File: config.mk
export PLATFORM = sky130hd
export DESIGN_NAME = fetch_queue_stage
export DESIGN_NICKNAME = d
export VERILOG_FILES = /design/src/rtl/fetch_queue_stage.sv
export SDC_FILE = /design/constraint.sdc
export NUM_CORES = 1
export LEC_CHECK = 0
export ABC_AREA = 0
export CORE_MARGIN = 4
export CORE_UTILIZATION = 35
export DETAILED_ROUTE_END_ITERATION = 10
export REMOVE_ABC_BUFFERS = 1
export SYNTH_ARGS = -nofsm -noshare
export SYNTH_HDL_FRONTEND = slang
export SYNTH_SLANG_ARGS = --single-unit
File: constraint.sdc
create_clock -name clk -period 3.75 [get_ports clk]
set_input_delay 0.75 -clock clk [delete_from_list [all_inputs] [get_ports clk]]
set_output_delay 0.75 -clock clk [all_outputs]
set_load 0.01 [all_outputs]
File: src/rtl/fetch_queue_stage.sv
// Fetch stage with a DEPTH-entry prefetch queue between instruction memory and decode.
// Redirects reload the PC and flush the queue; decode stalls only back up into imem once the queue is full.
module fetch_queue_stage #(
  parameter int                ADDR_W   = 16,
  parameter int                INSTR_W  = 16,
  parameter int                DEPTH    = 4,
  parameter int                PC_INC   = 2,
  parameter logic [ADDR_W-1:0] RESET_PC = '0
) (
  input  logic                     clk,
  input  logic                     reset,
  input  logic [1:0]               pcmux,
  input  logic [ADDR_W-1:0]        target_pc,
  input  logic [ADDR_W-1:0]        trap_pc,
  output logic [ADDR_W-1:0]        imem_addr,
  output logic                     imem_req,
  input  logic                     imem_r,
  input  logic [INSTR_W-1:0]       instr,
  input  logic                     br_stall,
  input  logic                     dep_stall,
  input  logic                     mem_stall,
  output logic                     de_v,
  output logic [INSTR_W-1:0]       de_ir,
  output logic [ADDR_W-1:0]        de_npc,
  output logic                     ld_de,
  output logic [ADDR_W-1:0]        pc,
  output logic [$clog2(DEPTH):0]   q_count
);
  localparam int                PTR_W   = $clog2(DEPTH);
  localparam int                CNT_W   = PTR_W + 1;
  localparam logic [ADDR_W-1:0] PC_STEP = ADDR_W'(PC_INC);
  localparam logic [CNT_W-1:0]  FULL    = CNT_W'(DEPTH);

  logic [ADDR_W-1:0]  r_pc;
  logic [PTR_W-1:0]   r_head;
  logic [PTR_W-1:0]   r_tail;
  logic [CNT_W-1:0]   r_count;
  logic [INSTR_W-1:0] r_q_ir  [DEPTH];
  logic [ADDR_W-1:0]  r_q_npc [DEPTH];

  logic              w_redirect;
  logic              w_full;
  logic              w_empty;
  logic              w_push;
  logic              w_pop;
  logic [ADDR_W-1:0] w_pc_inc;
  logic [ADDR_W-1:0] w_redirect_pc;

  assign w_redirect = (pcmux != 2'd0);
  assign w_full     = (r_count == FULL);
  assign w_empty    = (r_count == '0);
  assign w_pc_inc   = r_pc + PC_STEP;

  // Handshake: a fetch is accepted in any cycle where imem_req and imem_r are both high;
  // decode consumes the head in any cycle where de_v and ld_de are both high.
  assign ld_de    = !(dep_stall | mem_stall);
  assign imem_req = !reset & !w_redirect & !br_stall & !w_full;
  assign w_push   = imem_req & imem_r;
  assign de_v     = !reset & !w_empty & !br_stall & !w_redirect;
  assign w_pop    = de_v & ld_de;

  assign de_ir     = de_v ? r_q_ir[r_head]  : '0;
  assign de_npc    = de_v ? r_q_npc[r_head] : '0;
  assign pc        = r_pc;
  assign imem_addr = r_pc;
  assign q_count   = r_count;

  always_comb begin
    w_redirect_pc = r_pc;
    case (pcmux)
      2'd1:    w_redirect_pc = target_pc;
      2'd2:    w_redirect_pc = trap_pc;
      2'd3:    w_redirect_pc = RESET_PC;
      default: w_redirect_pc = r_pc;
    endcase
  end

  always_ff @(posedge clk or posedge reset) begin
    if (reset) begin
      r_pc    <= RESET_PC;
      r_head  <= '0;
      r_tail  <= '0;
      r_count <= '0;
    end else if (w_redirect) begin
      r_pc    <= w_redirect_pc;
      r_head  <= '0;
      r_tail  <= '0;
      r_count <= '0;
    end else begin
      if (w_push) begin
        r_pc   <= w_pc_inc;
        r_tail <= r_tail + PTR_W'(1);
      end
      if (w_pop) begin
        r_head <= r_head + PTR_W'(1);
      end
      case ({w_push, w_pop})
        2'b10:   r_count <= r_count + CNT_W'(1);
        2'b01:   r_count <= r_count - CNT_W'(1);
        default: r_count <= r_count;
      endcase
    end
  end

  // Queue payload needs no reset: an entry is only read after it has been written.
  always_ff @(posedge clk) begin
    if (w_push) begin
      r_q_ir[r_tail]  <= instr;
      r_q_npc[r_tail] <= w_pc_inc;
    end
  end

endmodule

==> results.py <==
metrics = {
    "worst_setup_path": {
        "r2r_start": "q_count[0]$_DFFE_PP0P_",
        "r2r_slack_ns": 1.30,
        "crit_path_top_delay_cell": "clkdlybuf4s50_1",
        "reg2reg_to": "q_count[2]$_DFFE_PP0P_",
        "startpoint_type": "primary input",
        "worstPathCellList": "clkdlybuf4s50_1, inv_1, ha_1, nor3b_4, buf_12, and3_1, clkdlybuf4s50_1",
        "reg2reg_depth": 5,
        "crit_type": "primary input to output pin",
        "crit_buf_inv": 4,
        "worstPathRequired_ns": 3.00,
        "critPathCaptureType": "output pin",
        "cp.arrival_ns": 2.68,
        "critPathMaxFanout": 40,
        "critical_path.top_delay_family": "buffers and inverters",
        "worst_path_most_repeated_cell": "clkdlybuf4s50_1",
        "critPathMaxStageDelay_ns": 0.55,
    },
    "route": {
        "postRouteAntennaNets": 0,
        "wl_um": 15800,
        "wire_per_inst_um": 19.2,
        "drt_first_pass_iters": 4,
        "num_vias": 4147,
        "drtIter0Drc": 241,
        "viasPerCell": 5.03,
        "post-route-drc-count": 0,
    },
    "timing": {
        "layout_setup_ws_ns": 0.315,
        "setup_viol": 0,
        "finClkSkew_ns": 0.00630,
        "maxSlewHeadroom_pct": 37.7,
        "slew_violations": 0,
        "hold_violations": 0,
        "post-route-period-util_pct": 91.6,
        "rsz0062_at_grt": "no",
        "period_needed_ns": 3.43,
        "fmax_ghz": 0.291,
        "worst_slew_pin_slew_ns": 0.934,
    },
    "clocking": {
        "cts.repair.resized": 0,
        "tritoncts": "done",
        "root_buffer": "clkbuf_16",
        "path_clk_slew_ns": 0.06,
        "clock_sinks": 151,
        "clock_path_buffers": 2,
        "cts_hold_buf": 0,
        "clk_latency_ns": 0.41,
        "ctsHtreeMaxLevel": 4,
        "cts_setup_buffers": 0,
        "numCtsBuffers": 17,
    },
    "outcome": {
        "status": "finished, final reports clean",
    },
    "synthesis": {
        "synthXorXnorAreaFrac_pct": 2.42,
        "yosysTopAreaCellShare_pct": 56.3,
        "synthArstFlopShare_pct": 15.2,
        "syn_inst": 441,
        "muxShareOfSynthArea_pct": 11.2,
        "yosys-top-cells-count": "edfxtp_1 (128), and3_1 (34), mux4_2 (33)",
        "synth_compound_area_share_pct": 5.17,
        "synthSimpleGateAreaFrac_pct": 9.96,
        "synth_top_family_by_area": "multiplexers",
        "synth_area_per_cell_um2": 15.5,
        "synthTopCellsByArea": "edfxtp_1 (56%), mux4_2 (11%), dfrtp_1 (8.4%)",
        "synth-main-ff-cell": "edfxtp_1",
        "ys_types": 47,
        "syn_area_mm2": 0.00682,
        "synth_top_cell_by_area": "edfxtp_1",
        "ys_ff_latch": 151,
        "synth_edf_count": 128,
        "yosys_warnings": 0,
        "synth-seq-area-share_pct": 64.8,
        "synth_most_common_cell": "edfxtp_1",
        "synthAdderAreaFrac_pct": 1.76,
    },
    "power_and_ir_drop": {
        "p_sw_share_pct": 21.8,
        "power_uw": 3860,
        "powerDensity_mw_per_mm2": 435,
        "p_int_uw": 3020,
        "seqPwrFrac_pct": 49.9,
        "power.switching_uw": 841,
        "ir_worst_vdd_uv": 286,
        "combPwrFrac_pct": 8.7,
        "clock_power_share_pct": 41.4,
        "p_leak_uw": 0.00310,
    },
    "global_routing": {
        "grt_max_degree": 41,
        "antenna_found_initial": 0,
        "grt_overflow": 0,
        "grt_pass1_wl_um": 24800,
        "grt_pass1_vias": 4304,
        "grt_use_total_pct": 15.1,
    },
    "floorplan": {
        "coreArea_mm2": 0.0190,
        "die_height_um": 148,
        "rows": 50,
        "pin_count": 126,
        "die_x_um": 148,
        "dieArea_mm2": 0.0218,
        "initial_core_util_pct": 36.0,
    },
    "placed_design": {
        "gp_congestion": 0.751,
        "post-place-ws_ns": 0.277,
        "dpl_cell_area_mm2": 0.00832,
        "placement.io_buffers": 125,
        "hpwlAfterDp_um": 10600,
        "place_inst": 792,
    },
    "worst_hold_path": {
        "holdPathEnd": "r_tail[0]$_DFFE_PP0P_",
        "worstHoldStart": "r_tail[0]$_DFFE_PP0P_",
        "hold_path_depth": 1,
        "hold_class": "flop to flop",
    },
    "final_layout": {
        "fin_nets": 616,
        "syn2layout_area_growth_pct": 30.2,
        "fin_cells": 824,
        "final.fill_count": 1656,
        "fin_area_mm2": 0.00888,
        "final_layout_size_suffix_gt1_share_pct": 16.1,
        "n_antenna_cell": 0,
    },
    "flow_run": {
        "maxCapViolCount": 0,
    },
}
==> per-stage QoR <==
stage,utilization (%),hold slack [ns],TNS (ns)
after global routing,46.9,0.604,0
after global placement,43.9,0.545,0
after detailed placement,43.9,0.572,0
after floorplan,-,0.515,-62.06
after CTS,46.9,0.584,0
final,46.9,0.575,0
==> how the worst max path moves through the flow <==
stage | startpoint | endpoint | slack, ns | cells past startpoint
final | pcmux[0] | de_ir[11] | 0.32 | 7
after global routing | pcmux[1] | de_v | 0.18 | 8
after CTS | q_count[0]$_DFFE_PP0P_ | de_v | 0.08 | 4
after detailed placement | pcmux[0] | de_v | 0.28 | 8
after global placement | pcmux[0] | de_ir[11] | 0.33 | 7
after floorplan | pcmux[0] | r_q_ir[0][0]$_DFFE_PP_ | -0.48 | 5
==> cell families after synthesis <==
group,Yosys count
buf+inv,63
compound gates,53
flops,151
xor+xnor,18
simple gates,112
mux,35
fa+ha+maj,9
==> layout make-up <==
cell class,count,area [um^2],area share (%)
Clock inverter,14,135,1.52
Multi-Input combinational cell,227,2090,23.6
Sequential cell,151,4420,49.8
Timing Repair Buffer,140,1430,16.1
Inverter,14,52.6,0.592
Clock buffer,18,429,4.83
Tap cell,260,325,3.66
==> metal layers <==
metal	wire length, um	global-route usage (%)
met1	7040	20.7
met4	165	4.99
met5	0	0
met2	7550	24.0
met3	1060	3.16
==> placed cells by master, fill, tap and decap left out, types with 12 or more instances in the layout <==
cell type	Yosys	routed
clkdlybuf4s50_1	0	125
edfxtp_1	128	128
a21oi_1	20	20
mux4_2	33	33
clkbuf_16	0	17
nand2_1	15	15
nor2_1	12	12
nor3b_1	17	17
inv_1	14	14
dfrtp_1	23	21
and3_1	34	34
==> worst register-to-register path: stages (launching register included) <==
cell and delay, ns:
dfrtp_1 0.47, or3_2 0.85, nand2_1 0.25, nor3_1 0.10, fa_1 0.37, mux4_2 0.28
==> state kept, by name, summed over array words and instances, names as in the netlist <==
name and flops:
r_head 2, r_q_npc 64, r_q_ir 64, r_tail 2
imem_addr 16, q_count 3
==> power by group through the flow <==
stage	logic (uW)	registers [uW]	clock network (uW)
after floorplan	112	1960	0
after global placement	333	1960	0
after detailed placement	338	1960	0
after CTS	340	1930	1640
after global routing	363	1930	1720
final	335	1930	1600
Note: power is estimated with default switching activity, not from simulation.
==> RTL edit 1: new RTL, same settings <==
Register the output `q_count` once more, cleared by the reset; this adds one clock of latency there. The other outputs are not delayed to match.
--- a/src/rtl/fetch_queue_stage.sv
+++ b/src/rtl/fetch_queue_stage.sv
@@ -65,3 +65,9 @@
   assign imem_addr = r_pc;
-  assign q_count   = r_count;
+  always_ff @(posedge clk or posedge reset) begin
+    if (reset) begin
+      q_count <= '0;
+    end else begin
+      q_count <= r_count;
+    end
+  end
 
Formal check against the unedited RTL: not equivalent (Yosys sat finds a counterexample within 4 cycles, from zero or initial values and one cycle with reset high).
==> RTL edit 1 against the original RTL <==
Cell area up 0.73%. Total power grew 0.81%. Sequential share of layout area increased by 0.46 points. Worst setup slack got worse by 9.4 ps. Area after synthesis grew 0.51%. First-iteration DRC count decreased by 3.3%. Critical path type is now reg -> out. Routed wire length increased by 5.5%. Via count rose by 1.1%. Core utilization up 0.34 points. Global-route usage grew 0.60 points. Sequential cell count up 3. Register-to-register slack got worse by 190 ps.
==> RTL edit 1: results (changes against the original RTL) <==
[yosys]
async_flop_share_pct=16.88  ; +1.7 points
ys_types=55  ; +17%
synth_xor_xnor_area_share_pct=2.536  ; +0.12 points
yosysSeqAreaShare_pct=65.54  ; +0.76 points

[grt]
grt_pass1_wl_microns=25990  ; +4.8%
grt_pass1_vias=4536  ; +5.4%
grt_max_degree=28  ; -32%
use_met3_pct=3.985  ; +0.83 points
met1_usage_pct=20.54  ; -0.21 points
grtUsageMet2_pct=26.03  ; +2.0 points

[setup_path]
worstPathMaxFanout=24  ; -40%
ff2ff_setup_slack_ps=1110  ; -190 ps
timing.rr.end=r_count[2]$_DFFE_PP0P_
worst_path_max_delay_cell=or3_1
slowest_delay_ps=800  ; +250 ps
worst-endpoint-arrival_ps=2690  ; about the same

[placed_design]
placed_area_sq_um=8374  ; +0.68%
place_congestion=0.8477  ; +13%
place_ws_ps=349.5  ; +72.07 ps
place_hpwl_microns=11270  ; +6.2%

[sta]
slew_headroom_pct=32.58  ; -5.1 points

[hold_path]
min_to=q_count[2]$_DFF_PP0_
holdPathStages=0  ; -1
worstHoldStart=r_count[2]$_DFFE_PP0P_

[routing]
route.vias.total=4193  ; +1.1%
drt_iter0_markers=233  ; -3.3%
wl_per_cell_microns=20.37  ; +6.0%

[status]
outcome=complete, no violations

[final_layout]
drive_gt1_share_pct=17.14  ; +1.0 points
final_nets=609  ; -1.1%
fillers=1633  ; -1.4%

[power_and_ir_drop]
power.leakage_nw=3.088  ; -0.48%

## RTL edit 1: changes by cell type in the layout (fill, tap and decap cells not counted), sizes merged, moves of 4 or more
cell / delta
a22oi: +5
clkinv: -6
nor3: +4
o32a: -4
nor3b: -16
a21oi: -11
a22o: +6
## RTL edit 1: layer usage
layer  wire length (microns)  up-vias  share of wire, %
met3                     980        6               5.9
li1                        -     1904                 -
met2                    8419      152                50
met1                    7224     2131                43
met4                      78        0              0.47
met5                       0        -                 0
## RTL edit 1: area by class of cell
cell class	count	area, sq um	share of cell area [%]
Inverter	11	41.29	0.4614
Tap cell	260	325.3	3.635
Timing Repair Buffer	142	1454	16.25
Clock buffer	19	432.9	4.838
Sequential cell	154	4496	50.24
Multi-Input combinational cell	221	2058	23.00
Clock inverter	13	141.4	1.580
## RTL edit 1: power by group
| group | total [W] | switching [W] | internal (W) |
|---|---|---|---|
| Clock | 0.00166 | 0.000680 | 0.000984 |
| Sequential | 0.00193 | 0.0000395 | 0.00189 |
| Combinational | 0.000301 | 0.000140 | 0.000161 |
## RTL edit 1: worst max-delay path by stage
stage | from | slack [ps] | endpoint
after floorplan | pcmux[0] | 550 | r_q_ir[0][0]$_DFFE_PP_
after global placement | reset | 390 | de_npc[4]
after detailed placement | pcmux[0] | 350 | de_ir[15]
after CTS | r_count[0]$_DFFE_PP0P_ | 270 | de_npc[14]
after global routing | r_count[0]$_DFFE_PP0P_ | 130 | de_npc[12]
final | r_count[0]$_DFFE_PP0P_ | 310 | de_npc[14]
## RTL edit 1: per-stage QoR
step,hold WS (ps),instances
floorplan,398.0,386
global placement,441.8,788
detailed placement,445.1,788
CTS,469.4,820
global route,519.3,820
finish,464.9,820
==> RTL edit 2: new RTL, same flow settings <==
Made on the original files. Change the parameter `ADDR_W` from 16 to 17.
--- a/src/rtl/fetch_queue_stage.sv
+++ b/src/rtl/fetch_queue_stage.sv
@@ -3,3 +3,3 @@
 module fetch_queue_stage #(
-  parameter int                ADDR_W   = 16,
+  parameter int                ADDR_W   = 17,
   parameter int                INSTR_W  = 16,
Ports: changed (5 resized); port bits go from 126 to 131. No check against the original RTL was run, so the function may have changed too.
==> RTL edit 2 against the original RTL <==
Sequential power is 3% higher. First-iteration DRC count is 12% higher. Cell area grew 3.8%. Area after synthesis increased by 4.1%. Sequential cell count grew 5. Routed wire length rose by 7.2%. Synthesized cell count grew 4.8%. Critical path depth stayed put. Worst setup slack barely moved. Total power up 3.6%. Register-to-register slack got worse by 50 ps. Largest cell class unchanged.
==> RTL edit 2: results (changes against the original RTL) <==
[clock_tree]
root_buffer=clkbuf_16
clock_latency_ps=420
clk_pin_slew_ps=60  ; about the same

[setup_path]
critical_path.endpoint=de_npc[10]
worstPathMaxFanout=39  ; -2.5%
worst_path_max_delay_cell=clkdlybuf4s50_1
critPathLaunch=pcmux[1]
timing.rr.end=q_count[2]$_DFFE_PP0P_
ff2ff_setup_slack_ps=1250  ; -50 ps

[routing]
viasPerCell=5.137  ; +2.1%
dr_wl_met3_microns=983  ; -7.6%
drt_iter0_markers=271  ; +12%
finalWirelength_microns=16970  ; +7.2%
dr.pass1.iters=5  ; +1
drt-met1-wl_microns=7720  ; +9.6%
met2_length_microns=8046  ; +6.5%

[grt]
met1_usage_pct=21.27  ; +0.53 points
grtUsageMet2_pct=24.44  ; +0.45 points
grt_pass1_vias=4576  ; +6.3%
grt_max_degree=40  ; -2.4%
use_met3_pct=3.913  ; +0.76 points
groute.usage.overall_pct=15.44  ; +0.37 points
grt_pass1_wl_microns=26120  ; +5.3%

[final_layout]
drive_gt1_share_pct=16.58  ; +0.45 points
final_nets=645  ; +4.7%
fillers=1690  ; +2.1%
largest_reg_flops=68
multi_input_area_sq_um=2212  ; +5.7%
regMostFlops=r_q_npc
fin_cells=856  ; +3.9%

[yosys]
muxShareOfSynthArea_pct=11.06  ; -0.12 points
yosysSeqAreaShare_pct=64.26  ; -0.51 points
ys_types=56  ; +19%
synth_common_cells=edfxtp_1, and3_1, mux4_2, dfrtp_1, clkbuf_1
synthAdderAreaFrac_pct=1.691  ; -0.069 points
synth_compound_area_share_pct=5.566  ; +0.39 points
async_flop_share_pct=15.38  ; +0.15 points
synth_xor_xnor_area_share_pct=2.325  ; -0.096 points
synthTopCellsByArea=edfxtp_1, mux4_2, dfrtp_1
syn_area_per_cell_sq_um=15.37  ; -0.62%
synth_edf_count=132  ; +3.1%

[placed_design]
io_buffers=130  ; +4.0%
placed_area_sq_um=8620  ; +3.6%
place_hpwl_microns=11100  ; +4.6%
place_congestion=0.7961  ; +6.1%
place_ws_ps=280.3  ; +2.861 ps
placedCellCount=824  ; +4.0%

[status]
outcome=complete, no violations

[sta]
finClkSkew_ps=11.80  ; +5.502 ps
setup_slack_ps=315.8  ; +0.4220 ps
hold_ws_ps=580.7  ; +5.786 ps
worst_pin_slew_ps=1022  ; +87.66 ps

[power_and_ir_drop]
vdd_drop_max_mv=0.2747  ; -4.0%
p_switching_w=0.0008744  ; +3.9%
power.leakage_nw=3.229  ; +4.0%

## RTL edit 2: cell types whose count changed after synthesis, moves of 2 or more
cell,change
edfxtp_1,+4
clkbuf_1,+2
and3_1,+3
nand2_1,+3
buf_4,-2
xnor2_1,+4
o21a_1,+2
xor2_1,-4
## RTL edit 2: power groups by stage
stage | Clock, W | Sequential [W] | Combinational, W
floorplan | 0 | 0.00202 | 0.000117
global placement | 0 | 0.00202 | 0.000339
detailed placement | 0 | 0.00202 | 0.000346
CTS | 0.00171 | 0.00198 | 0.000348
global route | 0.00178 | 0.00199 | 0.000374
finish | 0.00167 | 0.00198 | 0.000345
## RTL edit 2: what timing repair did
action | CTS | global route
endpoints found under the setup margin | 1 | 0
gates resized for setup | 1 | 0
setup buffers | 0 | 0
## RTL edit 2: area by class of cell
type	count	share of cell area [%]
clock inverters	7	0.5429
multi-input cells	241	24.00
flip-flops and latches	156	49.54
well taps	265	3.597
clock buffers	25	5.945
inverters	15	0.6107
repair buffers	147	15.77
